$ cat src/rtl/kronecker_restore.sv
// kronecker_restore: queues 2-share Kronecker delta tokens and XORs each one into bit0 of the matching masked byte shares.
// Define KRONECKER_RESTORE_REFRESH_EN to re-mask every token with i_rand as it is written.
module kronecker_restore #(
  parameter int DEPTH = 4
) (
  input  logic        clk,
  input  logic        rst_n,
  input  logic        i_d_valid,
  output logic        o_d_ready,
  input  logic [1:0]  i_d_in,
  input  logic        i_rand,
  input  logic        i_x_valid,
  output logic        o_x_ready,
  input  logic [15:0] i_x_in,
  output logic        o_y_valid,
  input  logic        i_y_ready,
  output logic [15:0] o_y_out,
  output logic        o_underflow
);
  localparam int AW = (DEPTH > 1) ? $clog2(DEPTH) : 1;
  localparam int CW = AW + 1;
  logic [1:0]    r_mem [DEPTH];
  logic [AW-1:0] r_wp, r_rp;
  logic [CW-1:0] r_cnt;
  logic          r_y_valid, r_underflow;
  logic [15:0]   r_y_out;
  logic          w_full, w_empty, w_push, w_pop;
  logic [1:0]    w_tok, w_head;
`ifdef KRONECKER_RESTORE_REFRESH_EN
  assign w_tok = i_d_in ^ {2{i_rand}};
`else
  logic w_unused;
  assign w_unused = i_rand;
  assign w_tok = i_d_in;
`endif
  assign w_full      = r_cnt == CW'(DEPTH);
  assign w_empty     = r_cnt == '0;
  assign o_d_ready   = !w_full;
  assign o_x_ready   = !w_empty && (!r_y_valid || i_y_ready);
  assign w_push      = i_d_valid && o_d_ready;
  assign w_pop       = i_x_valid && o_x_ready;
  assign w_head      = r_mem[r_rp];
  assign o_y_valid   = r_y_valid;
  assign o_y_out     = r_y_out;
  assign o_underflow = r_underflow;
  always_ff @(posedge clk)
    if (w_push) r_mem[r_wp] <= w_tok;
  // each token share only ever touches its own share byte
  always_ff @(posedge clk or negedge rst_n)
    if (!rst_n) begin
      r_wp        <= '0;
      r_rp        <= '0;
      r_cnt       <= '0;
      r_y_valid   <= 1'b0;
      r_y_out     <= 16'h0000;
      r_underflow <= 1'b0;
    end else begin
      if (w_push) r_wp <= r_wp + AW'(1);
      if (w_pop) r_rp <= r_rp + AW'(1);
      r_cnt       <= r_cnt + CW'(w_push) - CW'(w_pop);
      r_y_valid   <= w_pop ? 1'b1 : (i_y_ready ? 1'b0 : r_y_valid);
      if (w_pop) r_y_out <= {i_x_in[15:8] ^ {7'b0, w_head[1]}, i_x_in[7:0] ^ {7'b0, w_head[0]}};
      if (i_x_valid && w_empty) r_underflow <= 1'b1;
    end
endmodule

$ cat config.mk
export PLATFORM = sky130hd
export DESIGN_NAME = kronecker_restore
export DESIGN_NICKNAME = d
export VERILOG_FILES = /design/src/rtl/kronecker_restore.sv
export SDC_FILE = /design/constraint.sdc
export NUM_CORES = 1
export LEC_CHECK = 0
export CAP_MARGIN = 20
export CORE_UTILIZATION = 49
export CTS_CLUSTER_DIAMETER = 120
export DETAILED_ROUTE_END_ITERATION = 16
export PLACE_DENSITY = 0.84
export SLEW_MARGIN = 10
export SYNTH_ARGS = -nofsm -noshare
export SYNTH_HDL_FRONTEND = slang
export SYNTH_SLANG_ARGS = --single-unit
$ cat constraint.sdc
create_clock -name clk -period 5.3 [get_ports clk]
set_clock_uncertainty 0.1 [all_clocks]
set_input_delay 1.59 -clock clk [delete_from_list [all_inputs] [get_ports clk]]
set_output_delay 1.59 -clock clk [all_outputs]
set_load 0.01 [all_outputs]
==> out/results.txt, run 1 <==
Crit path required time: 3.61 ns
Setup CP Type: input port to output pin
largest net degree at the start of global routing: 26
die footprint: 3100 sq um
Worst Setup End Kind: output pin
synth unique cells: 21
clk buf depth: 2
DP Cell Count: 160
Yosys warning count: 0
reg2reg path depth: 9
starting density of the core: 51.6%
# setup viols final: 0
1st-pass router iterations: 4
Highest Clock Rate: 0.216 GHz
die width: 55.7 um
HPWL Detailed: 1830 um
Port Buf Inserts: 42
area delta synth->final: 34.8%
Final Net Count: 167
top area cells in the synthesized netlist: dfrtp_1 (44%), edfxtp_1 (17%), mux2_2 (13%), ha_1 (5.3%), mux4_2 (3.2%)
CTS Sinks: 33
I/O pin count: 44
CP startpoint: i_y_ready
detailed-route via count: 837
crit path capture: o_x_ready
Cell Area, Synth: 1410 sq um
drt wl/cell: 13.8 um
minimum clock period: 4.62 ns
worst skew pair latency: 0.32 ns
antenna viol nets, final: 0
worst-path maximum fanout: 4
Worst Path Arrival: 2.93 ns
number of global-route vias before repair: 890
GR Util All Layers: 17.6%
CTS Buf Count: 5
Remaining DRCs: 0
top-area cell type share of the netlist area: 44.3%
Commonest cells post-synth: dfrtp_1 (25), mux2_2 (16), edfxtp_1 (8), inv_1 (8), ha_1 (6)
asr flop ratio synth: 75.8%
initial antenna violation count: 0
most used routing layer: met2
first-pass GRT wire length: 4080 um
pwr/cell area: 512 nW/um^2
Post-CTS Hold Buffers: 0
via/cell ratio: 4.98
Reg2Reg Launch Point: r_cnt[1]
flops & latches, synth: 33
Worst slew margin: 62.8%
clock slew at reported path FFs: 0.10 ns
sequential area share after synthesis: 61.3%
LEAKAGE: 0.807 nW
antenna cells: 0
Core Area: 2730 sq um
EDFF count, synth: 8
GR Util met1: 21.3%
top cell type by total area after synthesis: dfrtp_1
most numerous cell in the Yosys netlist: dfrtp_1
RR Endpoint: r_cnt[2]
DIE HEIGHT: 55.7 um
critical path launch point type: input port
num rows: 19
Final Hold Viols: 0
layout cells sized above 1: 21.9%
Routability Congestion: 0.642
Final Cycle Share: 87.2%
worst slew pin tran: 0.558 ns
Total Wirelength: 2320 um
Post-CTS Setup Inserts: 0
setup tns final: 0 ns
status: completed
max-cap violations: 0
TritonCTS clock tree: done
GRT overflow: 0
met2 GRT Util: 27.9%
dominant synthesized flop cell: dfrtp_1
Avg Cell Area, Syn: 16.0 sq um
RSZ-0062 raised after global routing: false
r2r setup slk: 2.70 ns
Root Driver: clkbuf_4
met3 usage: 6.51%
1st-iter DRT viols: 4
Worst Hold Class: flip-flop to flip-flop
syn nets: 119
max-slew violation count: 0
Mapped Cells: 88
CTS resizes: 0
Peak VDD IR: 0.432 mV
H-tree Lvls: 2
fin cells: 168
metal layers:
layer	part of all wire [%]	vias to the layer above
li1	-	399
met4	1.8	0
met2	51	30
met1	39	403
met5	0	-
met3	7.3	5
sequential cells by signal (all words and copies together) (netlist names):
register / flops
o_y_out: 16
r_mem: 8
r_cnt: 3
r_rp: 2
r_wp: 2
o_underflow: 1
o_y_valid: 1
worst max-delay path: stages:
cell             delay (ns)
clkdlybuf4s50_1        0.44
nand2b_1               0.20
and2_1                 0.17
clkdlybuf4s50_1        0.53
worst min path at each step:
stage / startpoint / to / slack, ns / depth (start not counted)
after floorplan: r_cnt[2] / r_cnt[2] / 0.36 / 1
after global placement: o_underflow / o_underflow / 0.37 / 1
after detailed placement: o_underflow / o_underflow / 0.37 / 1
after CTS: o_underflow / o_underflow / 0.40 / 1
after global routing: o_y_out[0] / o_y_out[0] / 0.43 / 1
final: o_underflow / o_underflow / 0.39 / 1
report_power, final:
group | internal (mW) | switching [mW] | leakage (nW) | total (mW)
Combinational | 0.260 | 0.159 | 0.419 | 0.419
Clock | 0.0523 | 0.0777 | 0.0255 | 0.130
Sequential | 0.363 | 0.0619 | 0.363 | 0.425
kinds of logic after synthesis:
| family | count (synthesis) | synth area share, % |
|---|---|---|
| flip-flops | 33 | 61.3 |
| multiplexers | 19 | 17.0 |
| AND/OR/NAND/NOR | 12 | 6.83 |
| buffers and inverters | 9 | 3.19 |
| XOR/XNOR | 7 | 4.34 |
| adder cells (fa/ha/maj) | 7 | 6.74 |
| AO/OA/AOI/OAI | 1 | 0.532 |
metrics by stage:
step | instance area [sq um] | hold WS (ns) | utilization, % | setup slack [ns] | power [mW]
after floorplan | 1410 | 0.362 | - | 1.62 | 0.664
after global placement | 1860 | 0.369 | 67.9 | 0.692 | 0.834
after detailed placement | 1860 | 0.375 | 67.9 | 0.666 | 0.859
after CTS | 1910 | 0.401 | 69.8 | 0.665 | 0.989
after global routing | 1900 | 0.433 | 69.6 | 0.647 | 1.04
final | 1900 | 0.393 | 69.6 | 0.677 | 0.974
placed cells by master (no fill, tap or decap), types with 2 or more instances in the layout:
cell type | Yosys | routed
mux4_2 | 2 | 2
ha_1 | 6 | 6
mux2_2 | 16 | 16
and3_1 | 4 | 4
clkdlybuf4s50_1 | 0 | 41
clkbuf_1 | 0 | 2
xnor2_1 | 4 | 4
inv_1 | 8 | 8
clkbuf_4 | 0 | 5
edfxtp_1 | 8 | 8
xor2_1 | 3 | 3
dfrtp_1 | 25 | 25
cell type report:
| class | count | area, sq um |
|---|---|---|
| sequential | 33 | 866 |
| timing repair buffer | 42 | 415 |
| clock buffer | 7 | 45.0 |
| multi-input combinational | 46 | 500 |
| inverter | 8 | 30.0 |
| clock inverter | 1 | 7.51 |
| tap | 31 | 38.8 |
| fill | 211 | 831 |
Power figures use the tool's default switching activity.
==> run 2: changes to the inputs <==
--- a/config.mk
+++ b/config.mk
@@ -10,6 +10,7 @@
 export CTS_CLUSTER_DIAMETER = 120
 export DETAILED_ROUTE_END_ITERATION = 16
 export PLACE_DENSITY = 0.84
+export RECOVER_POWER = 100
 export SLEW_MARGIN = 10
 export SYNTH_ARGS = -nofsm -noshare
 export SYNTH_HDL_FRONTEND = slang
==> run 2 against run 1 <==
  * Via count fell by 0.72%
  * Sequential power is essentially flat
  * Die area unchanged
  * Power shrank 3.9%
  * Sequential share of layout area rose by 0.48 points
  * Core utilization decreased by 0.73 points
  * Cell area is 1.1% lower
  * Wire length shrank 0.13%
  * Hold slack got worse by 0.0058 ns
  * Clock power is essentially flat
  * Global-route usage unchanged
  * First-iteration DRC count grew 130%
  * Critical endpoint unchanged
  * Largest power group unchanged
==> out/results.txt, run 2 (synthesis gave the netlist of run 1 again) <==
Core Area: 2730 sq um
1st-pass router iterations: 3
crit-path most repeated cell: dlygate4sd3_1
crit-path max cell delay: 0.60 ns
# setup viols final: 0
max-slew violation count: 0
CTS resizes: 0
Worst Hold Class: flip-flop to flip-flop
TritonCTS clock tree: done
die footprint: 3100 sq um
GR Util All Layers: 17.6%
clk buf depth: 2
crit path cell chain: dlygate4sd3_1 -> nand2b_1 -> and2_1 -> dlygate4sd3_1
minimum clock period: 4.76 ns
Worst Setup End Kind: output pin
antenna viol nets, final: 0
M1 WL: 931 um
1st-iter DRT viols: 9
via/cell ratio: 4.95
max-cap violations: 0
starting density of the core: 51.6%
Total Wirelength: 2310 um
Highest Clock Rate: 0.210 GHz
critical path launch point type: input port
hold_ws: 0.387 ns
Power, Total: 0.936 mW
Port Buf Inserts: 42
drt wl/cell: 13.8 um
worst skew pair latency: 0.32 ns
Final Hold Viols: 0
first-pass GRT wire length: 4080 um
Buf/Inv on CP: 2
H-tree Lvls: 2
worst-path maximum fanout: 4
setup tns final: 0 ns
Crit path required time: 3.61 ns
area delta synth->final: 33.4%
largest net degree at the start of global routing: 26
Crit-path slowest cell: dlygate4sd3_1
status: completed
HPWL Detailed: 1830 um
num rows: 19
I/O pin count: 44
LEAKAGE: 0.795 nW
Final Cycle Share: 89.9%
Peak VDD IR: 0.416 mV
worst slew pin tran: 1.32 ns
die width: 55.7 um
met2 wire len: 1190 um
GRT overflow: 0
RSZ-0062 raised after global routing: false
antenna cells: 0
layout cells sized above 1: 19.0%
number of global-route vias before repair: 890
clock slew at reported path FFs: 0.10 ns
Post-CTS Setup Inserts: 0
Worst slew margin: 12.1%
Setup CP Type: input port to output pin
Finished Cell Area: 1880 sq um
CTS Buf Count: 5
Root Driver: clkbuf_4
Worst Path Arrival: 3.07 ns
Remaining DRCs: 0
Routability Congestion: 0.642
most frequent cells in the layout: dlygate4sd3_1 (25), dfrtp_1 (25), mux2_2 (16), clkdlybuf4s50_1 (16)
area of placed instances: 1860 sq um
max FFs per register: 16
detailed-route via count: 831
pwr/cell area: 497 nW/um^2
CTS Sinks: 33
initial antenna violation count: 0
Post-CTS Hold Buffers: 0
met3 WL post-DR: 145 um
Final Net Count: 167
Crit path max-delay family: buffers and inverters
Max Used Layer: met4
DIE HEIGHT: 55.7 um
==> run 2: path summary, 6_finish.rpt <==
check                            startpoint     endpoint  slack (ns)  cells after the start
worst max register to register     r_cnt[2]     r_cnt[2]        2.25                      9
worst min-delay path            o_underflow  o_underflow        0.39                      1
worst min register to register  o_underflow  o_underflow        0.39                      1
worst max-delay path              i_y_ready    o_x_ready        0.54                      4
min in group asynchronous             rst_n  o_y_out[15]        1.43                      1
max in group asynchronous             rst_n   o_y_out[2]        2.88                      1
==> run 2: layout make-up <==
| class | count | area (sq um) |
|---|---|---|
| clock buffers | 7 | 45.0 |
| clock inverters | 1 | 7.51 |
| fillers | 213 | 851 |
| inverters | 8 | 30.0 |
| multi-input cells | 46 | 482 |
| flip-flops and latches | 33 | 866 |
| well taps | 31 | 38.8 |
| repair buffers | 42 | 414 |
==> run 2: report_power, final <==
group	total [mW]	switching [mW]	internal, mW
sequential	0.422	0.0596	0.363
combinational	0.384	0.156	0.228
clock	0.130	0.0775	0.0523
==> run 2: per-layer routing <==
metal	global-route usage, %	vias up
met2	27.9	30
met3	6.51	5
met1	21.3	398
met4	8.57	0
met5	0	-
li1	-	398
==> run 2: through the flow <==
stage               std cells  worst slack, ns  util, %
global route              168            0.511     68.9
floorplan                  88             1.62        -
global placement          160            0.692     67.9
finish                    168            0.535     68.9
CTS                       168            0.665     69.8
detailed placement        160            0.666     67.9
==> run 3: changes to the inputs <==
--- a/config.mk
+++ b/config.mk
@@ -5,11 +5,12 @@
 export SDC_FILE = /design/constraint.sdc
 export NUM_CORES = 1
 export LEC_CHECK = 0
+export ABC_CLOCK_PERIOD_IN_PS = 4200
 export CAP_MARGIN = 20
-export CORE_UTILIZATION = 49
+export CORE_UTILIZATION = 41
 export CTS_CLUSTER_DIAMETER = 120
 export DETAILED_ROUTE_END_ITERATION = 16
-export PLACE_DENSITY = 0.84
+export PLACE_DENSITY = 0.75
 export RECOVER_POWER = 100
 export SLEW_MARGIN = 10
 export SYNTH_ARGS = -nofsm -noshare
==> constraint.sdc (replaced) <==
create_clock -name clk -period 4.2 [get_ports clk]
set_clock_uncertainty 0.1 [all_clocks]
set_input_delay 1.26 -clock clk [delete_from_list [all_inputs] [get_ports clk]]
set_output_delay 1.26 -clock clk [all_outputs]
set_load 0.01 [all_outputs]
==> run 3 against run 2 <==
  * Core utilization shrank 8.3 points
  * Hold slack worse by 0.00087 ns
  * Cell area increased by 1.4%
  * Global-route usage decreased by 3.1 points
  * First-iteration DRC count grew 33%
  * Wire length grew 1.1%
  * Non-clock buffer count grew 1
  * Clock power is 39% higher
  * Sequential share of layout area decreased by 0.63 points
  * Register-to-register slack worse by 1.0 ns
  * Combinational power grew 27%
  * Flip-flop and latch count stayed put
  * Critical path type unchanged
  * Critical endpoint unchanged
  * Largest power group unchanged
  * Highest routed layer unchanged
==> out/results.txt, run 3 (synthesis gave the netlist of run 1 again) <==
status: completed
clock slew at reported path FFs: 0.09 ns
pwr/cell area: 628 nW/um^2
GRT overflow: 0
Final Net Count: 168
worst slew pin tran: 1.26 ns
max-slew violation count: 0
worst skew pair latency: 0.32 ns
CTS resizes: 0
Routability Congestion: 0.748
Worst Hold Depth: 1
Remaining DRCs: 0
Finished Cell Area: 1910 sq um
Port Buf Inserts: 42
first-pass GRT wire length: 3640 um
hold_ws: 0.386 ns
RSZ-0062 raised after global routing: false
minimum clock period: 3.94 ns
max FFs per register: 16
Worst slew margin: 15.7%
antenna viol nets, final: 0
Root Driver: clkbuf_4
area delta synth->final: 35.3%
initial antenna violation count: 0
Final Util: 60.6%
setup tns final: 0 ns
1st-iter DRT viols: 12
Core Area: 3150 sq um
HPWL Detailed: 1790 um
# setup viols final: 0
largest net degree at the start of global routing: 26
# fillers: 282
Total Wirelength: 2340 um
area of placed instances: 1880 sq um
hold_sp: o_underflow
hold path endpoint: o_underflow
I/O pin count: 44
antenna cells: 0
detailed-route via count: 850
critical path launch point type: input port
CTS Sinks: 33
starting density of the core: 44.8%
Worst Hold Class: flip-flop to flip-flop
CTS Buf Count: 5
Post-CTS Hold Buffers: 0
LEAKAGE: 0.804 nW
layout cells sized above 1: 18.8%
GR Util All Layers: 14.5%
commonest non-fill, non-tap cell in the layout: dfrtp_1
via/cell ratio: 4.67
num rows: 20
Peak VDD IR: 0.336 mV
Highest Clock Rate: 0.254 GHz
Worst Setup End Kind: output pin
Setup CP Type: input port to output pin
Crit path required time: 2.84 ns
Final Cycle Share: 93.9%
worst-path maximum fanout: 2
drt wl/cell: 12.8 um
reg2reg path depth: 9
die footprint: 3680 sq um
DIE HEIGHT: 60.7 um
max-cap violations: 0
r2r setup slk: 1.21 ns
number of global-route vias before repair: 860
clk buf depth: 2
most frequent cells in the layout: dfrtp_1 (25), dlygate4sd3_1 (24), clkdlybuf4s50_1 (17)
die width: 60.7 um
RR Endpoint: r_cnt[2]
Post-CTS Setup Inserts: 0
H-tree Lvls: 2
Worst Path Arrival: 2.58 ns
TritonCTS clock tree: done
Final Hold Viols: 0
1st-pass router iterations: 4
Reg2Reg Launch Point: r_cnt[2]
==> run 3: worst max-delay path by stage <==
stage | from | end | slack (ns) | cells past startpoint
after CTS | i_y_ready | o_x_ready | 0.34 | 4
final | i_y_ready | o_x_ready | 0.26 | 4
after floorplan | i_y_ready | r_cnt[2] | 1.07 | 10
after detailed placement | i_y_ready | o_x_ready | 0.36 | 4
after global routing | i_y_ready | r_cnt[2] | 0.20 | 11
after global placement | i_y_ready | o_x_ready | 0.39 | 4
==> run 3: where the power goes <==
| part | total (mW) | internal, mW | leakage [nW] | switching [mW] |
|---|---|---|---|---|
| combinational | 0.487 | 0.292 | 0.409 | 0.195 |
| sequential | 0.532 | 0.458 | 0.363 | 0.0744 |
| clock | 0.181 | 0.0826 | 0.0326 | 0.0984 |
| total | 1.20 | 0.832 | 0.804 | 0.368 |
==> run 3: critical path, stage by stage <==
cell and delay [ns]:
dlygate4sd3_1 0.54, nand2b_1 0.15, and2_1 0.16, clkdlybuf4s50_1 0.47
==> run 3: per-layer routing <==
layer / GRT usage [%] / share of wire, % / up-vias
met2: 25.6 / 50 / 38
met5: 0 / 0 / -
met4: 6.82 / 1.8 / 0
met1: 14.9 / 41 / 403
li1: - / - / 405
met3: 6.18 / 7.7 / 4
==> run 3: through the flow <==
step                      instances  total power [mW]  worst slack (ns)
final                           182              1.20             0.257
after global routing            182              1.29             0.202
after CTS                       182              1.27             0.343
after detailed placement        174              1.09             0.356
after global placement          174              1.06             0.385
after floorplan                  88             0.838              1.07
==> run 3: area by class of cell <==
class                   count  area (sq um)  area share, %
clock buffers               8          58.8           3.08
inverters                   8          30.0           1.57
multi-input cells          46           482           25.2
flip-flops and latches     33           866           45.3
well taps                  44          55.1           2.88
repair buffers             43           418           21.9
